==> src/rtl/uart_tx.sv <==
// 8-N-1 UART transmitter, one frame per level-held request, LSB first.
// Define UART_TX_PARITY_EN to insert an even-parity bit between bit7 and the stop bit(s).
module uart_tx #(
  parameter int CLKS_PER_BIT = 96,
  parameter int STOP_BITS    = 1
) (
  input  logic       clk,
  input  logic       rst,
  input  logic       uart_send,
  input  logic [7:0] send_data,
  output logic       uart_send_done,
  output logic       txd,
  output logic       tx_busy
);

  localparam int CW = $clog2(CLKS_PER_BIT);
  localparam logic [CW-1:0] BAUD_MAX = CW'(CLKS_PER_BIT - 1);
  localparam logic          STOP_LAST = 1'(STOP_BITS - 1);

  typedef enum logic [2:0] {
    IDLE,
    START,
    DATA,
`ifdef UART_TX_PARITY_EN
    PARITY,
`endif
    STOP,
    DONE
  } state_t;

  state_t        state;
  logic [CW-1:0] baud_cnt;
  logic [2:0]    bit_cnt;
  logic          stop_cnt;
  logic [7:0]    shreg;
  logic          bit_end;
`ifdef UART_TX_PARITY_EN
  logic          par;
`endif

  assign bit_end = (baud_cnt == BAUD_MAX);

  always_ff @(posedge clk or negedge rst) begin
    if (!rst) begin
      state          <= IDLE;
      baud_cnt       <= '0;
      bit_cnt        <= '0;
      stop_cnt       <= 1'b0;
      shreg          <= '0;
      txd            <= 1'b1;
      tx_busy        <= 1'b0;
      uart_send_done <= 1'b0;
`ifdef UART_TX_PARITY_EN
      par            <= 1'b0;
`endif
    end else begin
      uart_send_done <= 1'b0;
      case (state)
        IDLE: begin
          txd      <= 1'b1;
          baud_cnt <= '0;
          if (uart_send) begin
            shreg    <= send_data;
            bit_cnt  <= '0;
            txd      <= 1'b0;
            tx_busy  <= 1'b1;
            state    <= START;
`ifdef UART_TX_PARITY_EN
            par      <= ^send_data;
`endif
          end
        end
        START: begin
          if (bit_end) begin
            baud_cnt <= '0;
            txd      <= shreg[0];
            shreg    <= {1'b0, shreg[7:1]};
            state    <= DATA;
          end else begin
            baud_cnt <= baud_cnt + 1'b1;
          end
        end
        DATA: begin
          if (bit_end) begin
            baud_cnt <= '0;
            if (bit_cnt == 3'd7) begin
`ifdef UART_TX_PARITY_EN
              txd      <= par;
              state    <= PARITY;
`else
              txd      <= 1'b1;
              stop_cnt <= 1'b0;
              state    <= STOP;
`endif
            end else begin
              bit_cnt <= bit_cnt + 1'b1;
              txd     <= shreg[0];
              shreg   <= {1'b0, shreg[7:1]};
            end
          end else begin
            baud_cnt <= baud_cnt + 1'b1;
          end
        end
`ifdef UART_TX_PARITY_EN
        PARITY: begin
          if (bit_end) begin
            baud_cnt <= '0;
            txd      <= 1'b1;
            stop_cnt <= 1'b0;
            state    <= STOP;
          end else begin
            baud_cnt <= baud_cnt + 1'b1;
          end
        end
`endif
        STOP: begin
          // stop_cnt extends the high level to STOP_BITS whole bit periods
          if (bit_end) begin
            baud_cnt <= '0;
            if (stop_cnt == STOP_LAST) begin
              uart_send_done <= 1'b1;
              state          <= DONE;
            end else begin
              stop_cnt <= stop_cnt + 1'b1;
            end
          end else begin
            baud_cnt <= baud_cnt + 1'b1;
          end
        end
        DONE: begin
          txd      <= 1'b1;
          tx_busy  <= 1'b0;
          baud_cnt <= '0;
          state    <= IDLE;
        end
        default: begin
          txd     <= 1'b1;
          tx_busy <= 1'b0;
          state   <= IDLE;
        end
      endcase
    end
  end

endmodule

==> config.mk <==
export PLATFORM = sky130hd
export DESIGN_NAME = uart_tx
export DESIGN_NICKNAME = d
export VERILOG_FILES = /design/src/rtl/uart_tx.sv
export SDC_FILE = /design/constraint.sdc
export NUM_CORES = 1
export LEC_CHECK = 0
export CORE_ASPECT_RATIO = 2
export CORE_MARGIN = 10
export CORE_UTILIZATION = 35
export CTS_CLUSTER_DIAMETER = 200
export CTS_CLUSTER_SIZE = 14
export DETAILED_ROUTE_END_ITERATION = 8
export GPL_TIMING_DRIVEN = 1
export SETUP_SLACK_MARGIN = 0.05
export SLEW_MARGIN = 25
export SYNTH_ARGS = -nofsm -noshare
export SYNTH_HDL_FRONTEND = slang
export SYNTH_SLANG_ARGS = --single-unit
==> constraint.sdc <==
create_clock -name clk -period 3.75 [get_ports clk]
set_input_delay 0.75 -clock clk [delete_from_list [all_inputs] [get_ports clk]]
set_output_delay 0.75 -clock clk [all_outputs]
set_load 0.1 [all_outputs]
Yosys cells after proc, flatten, opt, wreduce, memory -nomap -nowiden
Index checks and enable logic that the tools add are counted.

word-level totals
  flip-flop bits (word level) = 25
  input bits = 11
  output and inout bits = 3
  word-level logic and storage cells = 72

operators by class
  add/sub/neg operators = 3
  equal/unequal tests = 13
  muxes and demuxes = 33
  bitwise operators = 2
  reduce and logical (&&, ||, !) cells = 13

operator list
  cell                                           count
  two-way mux 8 bit                              4
  two-way mux 3 bit                              9
  case mux 8 bit (3 select lines)                1
  != test 2 bit, second input constant           7
  case mux 7 bit (2 select lines)                1
  two-way mux 1 bit                              12
  case mux 3 bit (4 select lines)                1
  AND reduction 4 bit                            2
  adder 7 x 1 -> 7 bit, second input constant    1
  == test 7 bit, second input constant           1
  two-way mux 7 bit                              1
  == test 3 x 2 -> 1 bit, second input constant  2
  == test 3 bit, second input constant           2
  case mux 3 bit (2 select lines)                1
  AND reduction 6 bit                            1
  nonzero test 2 bit                             3
  AND reduction 5 bit                            1
  case mux 1 bit (2 select lines)                2
  case mux 1 bit (4 select lines)                1
  adder 3 x 1 -> 3 bit, second input constant    1
  == test 3 x 1 -> 1 bit, second input constant  1
  logical NOT 3 bit                              1
  AND reduction 3 bit                            1
  nonzero test 3 bit                             1
  5 further kinds                                6

Logic depth before layout (Yosys ltp)
  depth in word-level cells = 4
  depth in mapped cells = 6
  mapped depth without buffers = 6

Worst setup path before layout
No wires, ideal clock.

  path type = reg-to-reg
  start point = register bit_cnt[0]
  end point = register shreg[0]
  arrival = 1.698 ns
  slack = 1.927 ns
  cell stages (with the launch flop) = 7
  path buffers = 0
  clock period less this slack = 1.823 ns
  path through = dfrtp_1 -> ha_1 -> ha_1 -> nor3b_1 -> o211ai_2 -> a21oi_4 -> mux2_2

on the way
  word-level cells in the longest chain between the ends = 3

ends and longest elaborated chain
  item                           RTL line  text
  from (decl)                    33        logic [2:0] bit_cnt;
  from (signal assigned)         96        bit_cnt <= bit_cnt + 1'b1;
  == test 3 bit                  86        if (bit_cnt == 3'd7) begin
  != test 2 bit (no line)        n/a
  AND reduction 5 bit (no line)  n/a
  to (signal assigned)           63        shreg <= send_data;
  to (signal assigned)           77        shreg <= {1'b0, shreg[7:1]};
  to (signal assigned)           98        shreg <= {1'b0, shreg[7:1]};
  to (decl)                      35        logic [7:0] shreg;

No other way between the ends.
A chain may end at the register's enable or synchronous reset.

Worst setup path after layout
  start point = register txd
  end point = output txd

RTL lines
  item                    RTL line  text
  from (decl)             12        output logic txd,
  from (signal assigned)  76        txd <= shreg[0];
  from (signal assigned)  97        txd <= shreg[0];

No word-level cell between the ends.

==> flow_summary.json <==
{
  "die_w_um": 62.68,
  "diodes": 0,
  "antenna_found_initial": 0,
  "ys.flop_type": "dfrtp_1",
  "cts-resized-gates": 0,
  "power_density_nw_per_um2": 653.1,
  "via_per_inst": 5.052,
  "clockBufferDepth": 2,
  "grt_usage_pct": 7.576,
  "grt_max_degree": 25,
  "fp.dieArea_um2": 6603,
  "required_ns": 3.00,
  "place_hpwl_mm": 1.769,
  "drc_errors": 0,
  "rows": 31,
  "drive_above_1_share_pct": 21.14,
  "gp_congestion": 0.8470,
  "grt_pass1_vias": 914,
  "cts_max_level": 1,
  "synth.net_count": 126,
  "grt_pass1_wl_mm": 4.077,
  "synth_area_um2": 1275,
  "r2r_start": "bit_cnt[0]",
  "post_drt_wl_per_cell_um": 13.83,
  "postCtsHoldBufs": 0,
  "postRouteAntennaNets": 0,
  "cp_max_fo": 2,
  "syn_to_final_growth_pct": 16.68,
  "leakagePower_nw": 0.6433,
  "cap_violations": 0,
  "tightest_slew_ns": 0.9733,
  "vias": 869,
  "final_nets": 139,
  "io_pins": 14,
  "grt_setup_unrepaired": "no",
  "rrSetupSlack_ns": 1.77,
  "cp_top_family": "buffers and inverters",
  "root_buffer": "clkbuf_8",
  "io_buffers": 13,
  "fp.dieH_um": 105.4,
  "ys_seq_area_share_pct": 47.20,
  "worst_path_max_delay_cell": "clkdlybuf4s50_1",
  "slew_viol_final": 0,
  "postSynth.asyncResetShare_pct": 100.0,
  "tns_ns": 0,
  "ir_drop_mv": 0.4089,
  "crit_path_end_kind": "output port",
  "fp.coreArea_um2": 3568,
  "dr.pass1.iters": 4,
  "rr_worst_depth": 6,
  "start_util_pct": 35.73,
  "relSlewSlack_pct": 34.91,
  "yosysWarningCount": 0,
  "critical_path_buf_inv_count": 1,
  "final_hold_viol_count": 0,
  "syn-instance-count": 111,
  "worst_clock_skew_ns": 0.003291,
  "first_iter_violations": 16,
  "cts_setup_buffers": 0,
  "slowest_delay_ns": 1.13,
  "syn_area_per_cell_um2": 11.49,
  "path_clk_slew_ns": 0.08,
  "final_util_pct": 41.69,
  "hp-class": "input port to async pin",
  "clk_latency_ns": 0.27,
  "r2r_end": "shreg[1]",
  "clock-sinks": 24,
  "timing.final.crit_period_ns": 2.685,
  "setup_viol": 0,
  "min_period_over_period_pct": 71.60,
  "cts_tree": "done",
  "wl_mm": 2.378,
  "critical_path_class": "register to output port",
  "grt_overflow_total": 0,
  "synth-seq-cells": 24,
  "crit_chain": "clkdlybuf4s50_1",
  "synth-edff-count": 0,
  "max_freq_mhz": 372.4,
  "synthDistinctLibCells": 33,
  "run_status": "completed",
  "numCtsBuffers": 3,
  "start_kind": "register",
  "arrival_ns": 1.94
}
==> cells by family after synthesis <==
kind of cell	share of synthesized area, %
buffers and inverters	3.140
xor gates and xnor gates	3.337
muxes	17.27
DFF	47.20
adders and majority gates	4.711
and+or+nand+nor	15.60
AOI/OAI and AO/OA	8.734
==> flip-flops by register name (all words and copies together) (netlist names) <==
| name | count |
|---|---|
| shreg | 8 |
| uart_send_done | 1 |
| state | 3 |
| baud_cnt | 7 |
| txd | 1 |
| bit_cnt | 3 |
| tx_busy | 1 |
==> cell type report <==
cell class	count	area, um2
tap	49	61.31
clock buffer	4	55.05
fill	374	2081
sequential	24	601.8
inverter	3	11.26
timing repair buffer	13	125.1
multi-input combinational	79	633.1
==> power by group <==
group / internal [mW] / switching, mW / leakage (nW) / total (mW)
clock: 0.0938 / 0.0811 / 0.0288 / 0.175
sequential: 0.357 / 0.0758 / 0.292 / 0.433
combinational: 0.175 / 0.189 / 0.322 / 0.364
==> worst max-delay path by stage <==
stage	start	to	cells after the start
after global routing	txd	txd	1
after detailed placement	txd	txd	1
after CTS	txd	txd	1
after floorplan	bit_cnt[0]	shreg[0]	6
final	txd	txd	1
after global placement	txd	txd	1
==> per-layer routing <==
| metal | part of all wire (%) | wire length, um | GRT usage, % | up-vias |
|---|---|---|---|---|
| li1 | - | - | - | 413 |
| met1 | 42 | 1009 | 7.702 | 435 |
| met2 | 52 | 1248 | 13.72 | 16 |
| met3 | 2.6 | 63 | 1.697 | 5 |
| met4 | 2.4 | 56 | 4.341 | 0 |
| met5 | 0 | 0 | 0 | - |
==> per-stage QoR <==
| step | power, mW | instances | setup WS (ns) | hold slack, ns | area, um2 |
|---|---|---|---|---|---|
| 2_1_floorplan | 0.7209 | 111 | 1.927 | 0.4544 | 1275 |
| 3_3_place_gp | 0.7917 | 168 | 1.358 | 0.4828 | 1438 |
| 3_5_place_dp | 0.8044 | 168 | 1.359 | 0.4936 | 1433 |
| 4_1_cts | 0.9813 | 172 | 1.049 | 0.4705 | 1488 |
| 5_1_grt | 1.035 | 172 | 1.027 | 0.5002 | 1488 |
| 6_report | 0.9717 | 172 | 1.065 | 0.4538 | 1488 |
==> cells in the mapped netlist (2+ instances only) <==
cell       n  area (um2)
a21oi_1    3       15.01
a22o_1     2       17.52
a311oi_1   2       17.52
and2_1     2       12.51
and4b_1    2       20.02
clkbuf_1   2       7.510
dfrtp_1   23       575.6
ha_1       4       50.05
inv_1      3       11.26
mux2_2    16       180.2
mux2i_1    4       40.04
nand2_1    6       22.52
nand3_1    4       20.02
nor2_1    11       41.29
nor2b_1    5       31.28
nor3b_1    4       30.03
xor2_1     2       17.52
==> cell usage in the layout (no fill, tap or decap) <==
| cell type | n |
|---|---|
| and4b_1 | 2 |
| xor2_2 | 1 |
| nor2_1 | 11 |
| dfstp_2 | 1 |
| clkbuf_8 | 4 |
| o21ai_0 | 1 |
| dfrtp_1 | 23 |
| clkdlybuf4s50_1 | 12 |
| xnor2_1 | 1 |
| and2_1 | 2 |
| a311oi_1 | 2 |
| a41o_1 | 1 |
| a211oi_1 | 1 |
| nor3b_1 | 4 |
| xor2_1 | 2 |
| ha_1 | 4 |
| o211ai_2 | 1 |
| o311a_1 | 1 |
| or3_1 | 1 |
| buf_2 | 1 |
| nor2b_1 | 5 |
| nand3_1 | 4 |
| nor2_2 | 1 |
| nand2_1 | 6 |
| a21oi_1 | 3 |
| maj3_1 | 1 |
| inv_1 | 3 |
| mux2_2 | 16 |
| a22o_1 | 2 |
| mux2i_1 | 4 |
| and4_1 | 1 |
| a21oi_4 | 1 |
No activity file was read; power rests on OpenSTA's default activity.
